### src/rtl/game_ctrl_fsm.sv
`default_nettype none
// ============================================================================
//  Module      : game_ctrl_fsm
//  Description : Top-level game-flow controller. Sequences the system through
//                the title, playing, paused, won and game-over screens from
//                debounced player keys and the game-logic win/lose flags.
//  Revision    : 1.0 - initial release
// ============================================================================
module game_ctrl_fsm #(
  parameter int HOLD_CYCLES = 100
) (
  input  logic       iClk,
  input  logic       iRst,
  input  logic       iKey_up,
  input  logic       iKey_down,
  input  logic       iKey_left,
  input  logic       iKey_right,
  input  logic       iGame_won,
  input  logic       iGame_over,
  output logic [2:0] oState,
  output logic       oPlaying,
  output logic       oNew_game
);

  typedef enum logic [2:0] {
    IDLE  = 3'd0,
    PLAY  = 3'd1,
    PAUSE = 3'd2,
    WON   = 3'd3,
    OVER  = 3'd4
  } state_t;

  localparam logic [15:0] HOLD_MAX = 16'(HOLD_CYCLES);

  state_t      state;
  state_t      next_state;
  logic        new_game_next;
  logic [3:0]  keys;
  logic [3:0]  prev_keys;
  logic [3:0]  press;
  logic        any_press;
  logic        chord;
  logic        prev_chord;
  logic        chord_press;
  logic [15:0] hold_cnt;
  logic        hold_done;
  logic        enter_end_screen;

  assign keys        = {iKey_up, iKey_down, iKey_left, iKey_right};
  assign press       = keys & ~prev_keys;
  assign any_press   = |press;
  assign chord       = iKey_left & iKey_right;
  assign chord_press = chord & ~prev_chord;
  assign hold_done   = (hold_cnt == HOLD_MAX);

  // Entering WON/OVER from another state restarts the hold timer.
  assign enter_end_screen = ((next_state == WON) || (next_state == OVER)) &&
                            (next_state != state);

  // Key history; reset to all ones so keys held through reset are not presses.
  always_ff @(posedge iClk) begin
    if (iRst) begin
      prev_keys  <= 4'hF;
      prev_chord <= 1'b1;
    end else begin
      prev_keys  <= keys;
      prev_chord <= chord;
    end
  end

  // State register with registered status outputs kept in step with it.
  always_ff @(posedge iClk) begin
    if (iRst) begin
      state     <= IDLE;
      oPlaying  <= 1'b0;
      oNew_game <= 1'b0;
    end else begin
      state     <= next_state;
      oPlaying  <= (next_state == PLAY);
      oNew_game <= new_game_next;
    end
  end

  // Hold timer for the end screens: cleared on entry, saturates at HOLD_MAX.
  always_ff @(posedge iClk) begin
    if (iRst) begin
      hold_cnt <= 16'd0;
    end else if (enter_end_screen) begin
      hold_cnt <= 16'd0;
    end else if ((state == WON) || (state == OVER)) begin
      if (!hold_done) begin
        hold_cnt <= hold_cnt + 16'd1;
      end
    end
  end

  // Next-state decode; new-game pulse only on the IDLE->PLAY step.
  always_comb begin
    next_state    = state;
    new_game_next = 1'b0;
    case (state)
      IDLE: begin
        if (any_press) begin
          next_state    = PLAY;
          new_game_next = 1'b1;
        end
      end
      PLAY: begin
        if (iGame_over) begin
          next_state = OVER;
        end else if (iGame_won) begin
          next_state = WON;
        end else if (chord_press) begin
          next_state = PAUSE;
        end
      end
      PAUSE: begin
        if (chord_press) begin
          next_state = PLAY;
        end
      end
      WON, OVER: begin
        if (hold_done && any_press) begin
          next_state = IDLE;
        end
      end
      default: begin
        next_state = IDLE;
      end
    endcase
  end

  assign oState = state;

endmodule
`default_nettype wire

### config.mk
export PLATFORM = sky130hd
export DESIGN_NAME = game_ctrl_fsm
export DESIGN_NICKNAME = d
export VERILOG_FILES = /design/src/rtl/game_ctrl_fsm.sv
export SDC_FILE = /design/constraint.sdc
export NUM_CORES = 1
export LEC_CHECK = 0
export CELL_PAD_IN_SITES_DETAIL_PLACEMENT = 1
export CELL_PAD_IN_SITES_GLOBAL_PLACEMENT = 2
export CORE_MARGIN = 2
export CORE_UTILIZATION = 40
export CTS_BUF_LIST = sky130_fd_sc_hd__clkbuf_8
export DETAILED_ROUTE_END_ITERATION = 7
export PLACE_DENSITY = 0.95
export RECOVER_POWER = 50
export SLEW_MARGIN = 20
export SYNTH_ARGS = -nofsm -noshare
export SYNTH_HDL_FRONTEND = slang
export SYNTH_SLANG_ARGS = --single-unit
### constraint.sdc
create_clock -name iClk -period 4.96 [get_ports iClk]
set_clock_uncertainty 0.05 [all_clocks]
set_input_delay 0.744 -clock iClk [delete_from_list [all_inputs] [get_ports iClk]]
set_output_delay 0.744 -clock iClk [all_outputs]
set_load 0.03 [all_outputs]
-- Word level (Yosys, flattened, before mapping)
Index checks and enable logic that the tools add are counted.
- word-level logic and storage cells: 41
- flip-flop bits (word level): 26
- output and inout bits: 5
- bits of input ports: 8
- bitwise gates (word level): 7
- equality and inequality tests: 9
- muxes and demuxes: 8
- $add $sub $neg: 1
- reduce and logical (&&, ||, !) cells: 10
- operator list (cell ; number):
    $mux 3 ; 6
    $add 16x1->16 const B ; 1
    $eq 16x7->1 const B ; 1
    $pmux 3 s4 ; 1
    $eq 3x2->1 const B ; 3
    $eq 3x1->1 const B ; 2
    $eq 3x3->1 const B ; 2
    $reduce_or 2->1 ; 3
    $and 4x4->4 ; 1
    $not 4->4 ; 1
    $reduce_or 4->1 ; 1
    $logic_not 3->1 ; 1
    $ne 3x3->1 ; 1
    $not 1->1 ; 3
    $and 1x1->1 ; 2
    $logic_and 1x1->1 ; 2
    $logic_or 1x1->1 ; 2
    $reduce_and 2->1 ; 1
    $mux 1 ; 1

-- Depth between registers and ports, before layout
Gate-level depths: netlist of the first run.
- word-level depth: 10
- depth in mapped cells: 8
- depth with buffers taken out: 7

-- Worst setup path before layout of the first run
Ideal clock, no wire load.
- path type: input to register
- start point: in iKey_right
- end point: reg hold_cnt[11]
- cell stages on the path: 7
- setup slack: 2783 ps
- library setup time: 115 ps
- path buffers: 2
- arrival: 2011 ps
- required time: 4795 ps
- path through: nand2b_1 and4_1 clkbuf_1 o32a_1 a32oi_4 buf_6 nor2_2
- longest elaborated chain between the ends: 10
- ends and longest elaborated chain (what ; RTL line ; source):
    from (decl) ; 17 ; input logic iKey_right,
    $and 1x1->1 ; 52 ; assign chord = iKey_left & iKey_right;
    $and 1x1->1 ; 53 ; assign chord_press = chord & ~prev_chord;
    $mux 3 ; 113 ; end else if (chord_press) begin
    $mux 3 ; 111 ; end else if (iGame_won) begin
    $mux 3 ; 109 ; if (iGame_over) begin
    $pmux 3 s4 * ; 101 ; case (state)
    $eq 3x2->1 or $eq 3x3->1 (tied branches) ; 57 ; assign enter_end_screen = ((next_state == WON) || (next_state == OVER)) &&
    $logic_or 1x1->1 ; 57 ;
    $logic_and 1x1->1 * ; 57 ;
    $reduce_or 2->1 (no line) * ; n/a ;
    to (signal assigned) ; 92 ; hold_cnt <= hold_cnt + 16'd1;
    to (decl) ; 45 ; logic [15:0] hold_cnt;
Mark *: on every way between the ends. The rest lies on a longest branch, timed or not.
A chain may end at the register's enable or synchronous reset.

-- Worst setup path in the final report of the first run
- start point: reg hold_cnt[0]
- end point: reg hold_cnt[2]
- longest elaborated chain between the ends: 8
- ends and longest elaborated chain (what ; RTL line ; source):
    $eq 16x7->1 ; 54 ; assign hold_done = (hold_cnt == HOLD_MAX);
    $logic_and 1x1->1 ; 123 ; if (hold_done && any_press) begin
    $mux 3 ; 123 ;
    $pmux 3 s4 ; 101 ;
    $eq 3x2->1 or $eq 3x3->1 (tied branches) ; 57 ;
    $logic_or 1x1->1 ; 57 ;
    $logic_and 1x1->1 ; 57 ;
    $reduce_or 2->1 (no line) ; n/a ;
Several ways; a longest one is shown, not always the timed one.

==> results of run 1 <==
layout make-up:
cell class / count / area [sq um]
Clock buffer: 4 / 55.1
Fill cell: 390 / 1770
Inverter: 5 / 18.8
Multi-Input combinational cell: 118 / 846
Sequential cell: 26 / 520
Tap cell: 46 / 57.6
Timing Repair Buffer: 12 / 120
layer usage:
layer	track usage [%]	up-vias
li1	-	582
met1	23.1	581
met2	32.7	3
met3	2.11	2
met4	4.89	0
met5	0	-
report_power, final:
group / leakage (uW) / internal (uW) / switching, uW
sequential: 0.000212 / 216 / 8.81
combinational: 0.000321 / 31.0 / 43.8
clock: 0.0000288 / 70.9 / 66.7
total: 0.000561 / 318 / 119
through the flow:
step                area, sq um  total power (uW)  setup slack [ns]  hold WS (ns)  utilization [%]
floorplan                  1430               286              2.78         0.416                -
global placement           1570               304              2.09         0.431             46.3
detailed placement         1570               308              1.95         0.476             46.3
CTS                        1620               448              2.18         0.489             47.9
global route               1620               459              1.74         0.501             47.7
finish                     1620               438              1.95         0.476             47.7
Yosys cell counts, types with 2 or more instances:
library cell               count  share of area [%]
sky130_fd_sc_hd__dfxtp_1      26                 36
sky130_fd_sc_hd__xor2_1       11                6.7
sky130_fd_sc_hd__nor2_2       10                4.4
sky130_fd_sc_hd__nand3_1       9                3.1
sky130_fd_sc_hd__nand4_1       8                3.5
sky130_fd_sc_hd__nor2_1        7                1.8
sky130_fd_sc_hd__nand2_1       6                1.6
sky130_fd_sc_hd__inv_1         5                1.3
sky130_fd_sc_hd__nand2b_1      5                2.2
sky130_fd_sc_hd__a21oi_1       4                1.4
sky130_fd_sc_hd__clkbuf_1      4                1.0
sky130_fd_sc_hd__or2_2         4                1.7
sky130_fd_sc_hd__and2_1        3                1.3
sky130_fd_sc_hd__nor2b_1       3                1.3
sky130_fd_sc_hd__nor3_1        3                1.0
sky130_fd_sc_hd__o21ai_0       3                1.0
sky130_fd_sc_hd__xnor2_1       3                1.8
sky130_fd_sc_hd__a41oi_1       2                1.2
sky130_fd_sc_hd__and3_1        2               0.87
sky130_fd_sc_hd__and4_1        2                1.2
sky130_fd_sc_hd__buf_6         2                1.6
sky130_fd_sc_hd__ha_1          2                1.7
sky130_fd_sc_hd__nand3b_1      2                1.0
sky130_fd_sc_hd__nor4_1        2               0.87
flip-flops by register name, summed over array words and instances (netlist names):
| name | flops |
|---|---|
| hold_cnt | 16 |
| prev_keys | 4 |
| oState | 3 |
| oNew_game | 1 |
| oPlaying | 1 |
| prev_chord | 1 |
worst paths after layout:
| kind | slack, ns | to | cells after the start | from |
|---|---|---|---|---|
| max reg2reg | 1.95 | hold_cnt[2] | 7 | hold_cnt[0] |
| max | 1.95 | hold_cnt[2] | 7 | hold_cnt[0] |
| min reg2reg | 0.48 | hold_cnt[1] | 2 | hold_cnt[1] |
| min | 0.48 | hold_cnt[1] | 2 | hold_cnt[1] |
cell families after synthesis:
kind of cell	Yosys count	synth area share, %
buffers and inverters	12	4.28
and+or+nand+nor	80	35.4
adders and majority gates	2	1.74
AOI/OAI and AO/OA	22	13.7
xor gates and xnor gates	14	8.55
DFF	26	36.3
worst register-to-register path, delay by kind of cell (launching register included):
family | cells | cell delay (ns)
buf+inv | 1 | 0.09
compound gates | 2 | 1.19
flops | 1 | 0.34
simple gates | 3 | 1.04
fa+ha+maj | 1 | 0.15
==> impl_metrics.sql, run 1 <==
INSERT INTO impl_metrics (metric_group, metric, value, unit) VALUES
('sta', 'timing_max_transition_violations_final', '0', ''),
('placement', 'dp.cells', '207', ''),
('worst_setup_path', 'criticalPathCategory', 'reg -> reg', ''),
('clocking', 'cts_inserted_buffers', '3', ''),
('sta', 'max_freq', '333', 'MHz'),
('worst_setup_path', 'critical_path_peak_fanout', '18', ''),
('floorplanning', 'floorplan.die.height', '63.9', 'microns'),
('yosys', 'synth-edff-count', '0', ''),
('yosys', 'synth.ff_latch_count', '26', ''),
('yosys', 'yosys_warnings', '0', ''),
('worst_setup_path', 'critical_path.startpoint_type', 'register', ''),
('route', 'route.vias.total', '1168', ''),
('placement', 'portBuffers', '12', ''),
('yosys', 'synth_ff_type', 'sky130_fd_sc_hd__dfxtp_1', ''),
('route', 'dr.max_layer_used', 'met4', ''),
('clocking', 'numClockSinks', '26', ''),
('clocking', 'cts_hold_buffers', '0', ''),
('floorplanning', 'floorplan.die.width', '63.9', 'microns'),
('cells_and_area', 'layout.nets', '176', ''),
('route', 'final_antenna_net_count', '0', ''),
('clocking', 'setup_repair_bufs_after_cts', '0', ''),
('worst_setup_path', 'cpPeakStageDelay', '0.67', 'ns'),
('worst_hold_path', 'hold_path_class', 'reg -> reg', ''),
('grt', 'grt_antenna_before_repair', '0', ''),
('cells_and_area', 'flow.area_growth_from_synthesis', '12.8', '%'),
('placement', 'finalWeightedCongestion', '0.812', ''),
('route', 'post_drt_wl_per_cell', '15.8', 'microns'),
('worst_setup_path', 'setup.worst_path.end_class', 'register', ''),
('worst_setup_path', 'critPathTopFamily', 'compound AO/OA/AOI/OAI gates', ''),
('worst_setup_path', 'crit_path_cell_trace', 'inv_1 -> ha_1 -> nor3b_1 -> nand4_1 -> o32a_1 -> a32oi_4 -> nor2_1', ''),
('route', 'wl_met2', '1.73', 'mm'),
('worst_setup_path', 'cpMaxStageDelayCell', 'sky130_fd_sc_hd__nand4_1', ''),
('floorplanning', 'die_area', '4080', 'sq um'),
('yosys', 'synth_cell_types', '52', ''),
('sta', 'grt_setup_unrepaired', 'no', ''),
('grt', 'grt_start_max_net_pins', '19', ''),
('worst_setup_path', 'critPathArrivalTime', '3.09', 'ns'),
('sta', 'final-hold-violation-count', '0', ''),
('sta', 'tightestPinTransition', '0.774', 'ns'),
('yosys', 'netlist_instances', '156', ''),
('sta', 'setup-tns-final', '0', 'ns'),
('clocking', 'cts_resized', '0', ''),
('placement', 'place_hpwl', '2.49', 'mm'),
('power_and_ir_drop', 'p_per_area', '271', 'nW/um^2'),
('route', 'wl', '3.34', 'mm'),
('cells_and_area', 'post_layout_nonfiller_instances', '211', ''),
('yosys', 'synth-async-reset-ratio', '0', '%'),
('worst_setup_path', 'worst_path_buffer_plus_inverter_count', '1', ''),
('cells_and_area', 'final_cell_mix', '26 x sky130_fd_sc_hd__dfxtp_1, 11 x sky130_fd_sc_hd__xor2_1, 10 x sky130_fd_sc_hd__nor2_2', ''),
('power_and_ir_drop', 'vdd_ir_drop_max', '93.1', 'uV'),
('route', 'dr.pass1.iters', '4', ''),
('route', 'initialDrtViolationCount', '17', ''),
('worst_setup_path', 'cp_data_required_time', '5.04', 'ns'),
('power_and_ir_drop', 'power.leakage', '0.000561', 'uW'),
('yosys', 'synth.net_count', '166', ''),
('sta', 'setup_viol_count_final', '0', ''),
('floorplanning', 'placement_rows', '21', ''),
('route', 'route.met3.wl', '32', 'microns'),
('floorplanning', 'core_area', '3390', 'sq um'),
('clocking', 'buffer_type_at_the_clock_tree_root', 'sky130_fd_sc_hd__clkbuf_8', ''),
('clocking', 'cts.clk_slew.worst_paths', '0.09', 'ns'),
('sta', 'max_slew_margin_vs_limit', '48.2', '%'),
('grt', 'grt_use_total', '18.3', '%'),
('run_status', 'run_status', 'finished, final reports clean', ''),
('cells_and_area', 'n_antenna_cell', '0', ''),
('cells_and_area', 'layout_commonest_cell', 'sky130_fd_sc_hd__dfxtp_1', ''),
('floorplanning', 'ioPinCount', '13', ''),
('clocking', 'clock_insertion_delay_worst_skew', '0.27', 'ns'),
('yosys', 'synthesis.area', '1430', 'sq um'),
('cells_and_area', 'post_route_cells_drive_above_1_share', '16.4', '%'),
('yosys', 'post_synth.cell_area_avg', '9.19', 'sq um');
No activity file was read; power rests on OpenSTA's default activity.
==> run 2, diff against run 1 <==
CORE_UTILIZATION = 37   (was 40)
PLACE_DENSITY = 0.92   (was 0.95)
clock period = 2.85 ns   (was 4.96 ns; I/O delays follow)
==> impl_metrics.sql, run 2 (synthesized netlist as in run 1, its figures left out) <==
INSERT INTO impl_metrics (metric_group, metric, value, unit) VALUES
('run_status', 'run_status', 'finished, final reports clean', ''),
('cells_and_area', 'final_cell_mix', '26 x sky130_fd_sc_hd__dfxtp_1, 11 x sky130_fd_sc_hd__xor2_1, 10 x sky130_fd_sc_hd__nor2_2', ''),
('cells_and_area', 'registers.top_by_ff_count', 'hold_cnt', ''),
('route', 'viasPerCell', '5.62', ''),
('sta', 'final-hold-violation-count', '0', ''),
('route', 'dr.pass1.iters', '4', ''),
('clocking', 'tritoncts_clock_tree', 'built', ''),
('clocking', 'buffer_type_at_the_clock_tree_root', 'sky130_fd_sc_hd__clkbuf_8', ''),
('sta', 'setup_viol_count_final', '0', ''),
('worst_setup_path', 'critPathArrivalTime', '2.55', 'ns'),
('cells_and_area', 'final.fill_count', '452', ''),
('cells_and_area', 'post_route_cells_drive_above_1_share', '18.5', '%'),
('worst_setup_path', 'critical_path.startpoint_type', 'input pin', ''),
('placement', 'portBuffers', '12', ''),
('cells_and_area', 'layout.nets', '179', ''),
('worst_setup_path', 'criticalPathCategory', 'in -> reg', ''),
('worst_setup_path', 'setup.worst_path.end_class', 'register', ''),
('grt', 'global_route.overflow_total', '0', ''),
('grt', 'grt_start_max_net_pins', '18', ''),
('worst_setup_path', 'worst-r2r-setup-slack', '0.56', 'ns'),
('worst_setup_path', 'cp_data_required_time', '2.96', 'ns'),
('placement', 'dp.cells', '212', ''),
('grt', 'grt_pass1_vias', '1277', ''),
('sta', 'max_freq', '410', 'MHz'),
('cells_and_area', 'flow.area_growth_from_synthesis', '14.8', '%'),
('worst_setup_path', 'critical_path_peak_fanout', '16', ''),
('route', 'post_drt_wl_per_cell', '16.0', 'microns'),
('cells_and_area', 'layout_commonest_cell', 'sky130_fd_sc_hd__dfxtp_1', ''),
('clocking', 'cts_resized', '0', ''),
('sta', 'max_slew_margin_vs_limit', '62.2', '%'),
('clocking', 'h-tree-depth', '1', ''),
('placement', 'finalWeightedCongestion', '0.779', ''),
('power_and_ir_drop', 'vdd_ir_drop_max', '207', 'uV'),
('sta', 'final_period_minus_worst_setup_slack', '2.44', 'ns'),
('floorplanning', 'floorplan.die.height', '66.3', 'microns'),
('clocking', 'cts_hold_buffers', '0', ''),
('sta', 'timing_max_transition_violations_final', '0', ''),
('sta', 'final.period_utilization', '85.6', '%'),
('sta', 'tightestPinTransition', '0.566', 'ns'),
('floorplanning', 'ioPinCount', '13', ''),
('sta', 'setup-tns-final', '0', 'ns'),
('sta', 'grt_setup_unrepaired', 'no', ''),
('floorplanning', 'core_area', '3690', 'sq um'),
('placement', 'place_hpwl', '2.58', 'mm'),
('cells_and_area', 'largest_register_ffs', '16', ''),
('route', 'initialDrtViolationCount', '26', ''),
('clocking', 'cts.clk_slew.worst_paths', '0.09', 'ns'),
('route', 'final_antenna_net_count', '0', ''),
('floorplanning', 'floorplan.die.width', '66.3', 'microns'),
('route', 'wl', '3.46', 'mm'),
('clocking', 'clock_insertion_delay_worst_skew', '0.27', 'ns'),
('clocking', 'clk_path_buf_depth', '2', ''),
('floorplanning', 'die_area', '4390', 'sq um'),
('cells_and_area', 'n_antenna_cell', '0', ''),
('floorplanning', 'placement_rows', '22', ''),
('flow_run', 'timing.max_cap.violations', '0', ''),
('grt', 'grt_use_total', '17.3', '%'),
('grt', 'grt_first_pass_wirelength', '5.91', 'mm'),
('grt', 'grt_antenna_before_repair', '0', ''),
('clocking', 'numClockSinks', '26', ''),
('route', 'drc', '0', ''),
('cells_and_area', 'post_layout_nonfiller_instances', '216', ''),
('power_and_ir_drop', 'power.leakage', '0.000574', 'uW'),
('power_and_ir_drop', 'p_per_area', '469', 'nW/um^2'),
('cells_and_area', 'finalCoreUtilization', '44.6', '%'),
('clocking', 'cts_inserted_buffers', '3', ''),
('worst_hold_path', 'hold_path_class', 'reg -> reg', ''),
('route', 'route.vias.total', '1214', ''),
('clocking', 'setup_repair_bufs_after_cts', '0', ''),
('floorplanning', 'floorplan.initialDensity', '38.9', '%');
[run 2: cell types whose count changed in the layout (fill, tap and decap cells not counted), sizes merged]
cell	previous run	this run
clkbuf	4	5
buf	0	2
[run 2: layer usage]
layer / GRT usage (%) / wire length [microns] / vias up / part of all wire, %
met5: 0 / 0 / - / 0
met3: 2.73 / 85 / 5 / 2.5
met1: 20.5 / 1530 / 607 / 44
li1: - / - / 585 / -
met4: 7.40 / 48 / 0 / 1.4
met2: 30.6 / 1800 / 17 / 52
[run 2: power breakdown]
group	switching (uW)	leakage [uW]	total (uW)	internal, uW
logic	79.2	0.000334	135	56.3
registers	15.2	0.000212	392	377
clock network	122	0.0000288	246	124
total	216	0.000574	773	557
[run 2: final cells by class]
| class | instances | area, sq um | share of cell area, % |
|---|---|---|---|
| Tap cell | 48 | 60.1 | 3.65 |
| Sequential cell | 26 | 520 | 31.6 |
| Inverter | 5 | 18.8 | 1.14 |
| Clock buffer | 4 | 55.1 | 3.34 |
| Timing Repair Buffer | 15 | 140 | 8.51 |
| Multi-Input combinational cell | 118 | 852 | 51.7 |
[run 2: critical path, stage by stage]
cell	delay (ns)
sky130_fd_sc_hd__dlygate4sd3_1	0.59
sky130_fd_sc_hd__nor4bb_1	0.16
sky130_fd_sc_hd__o32ai_1	0.35
sky130_fd_sc_hd__o21ai_0	0.23
sky130_fd_sc_hd__a32oi_4	0.26
sky130_fd_sc_hd__clkbuf_2	0.42
sky130_fd_sc_hd__nor2_1	0.10
[run 2: through the flow]
| stage | instance area (sq um) | hold WS (ns) | worst slack, ns | total power (uW) |
|---|---|---|---|---|
| 2_1_floorplan | 1430 | 0.416 | 0.817 | 498 |
| 3_3_place_gp | 1590 | 0.432 | 0.449 | 534 |
| 3_5_place_dp | 1590 | 0.463 | 0.362 | 542 |
| 4_1_cts | 1650 | 0.477 | 0.572 | 787 |
| 5_1_grt | 1650 | 0.504 | 0.244 | 804 |
| 6_report | 1650 | 0.475 | 0.411 | 773 |
[run 2: final timing paths]
| kind | start | to | depth (start not counted) |
|---|---|---|---|
| max | iKey_right | hold_cnt[4] | 7 |
| max reg2reg | hold_cnt[0] | hold_cnt[4] | 8 |
| min reg2reg | hold_cnt[1] | hold_cnt[1] | 2 |
| min | hold_cnt[1] | hold_cnt[1] | 2 |
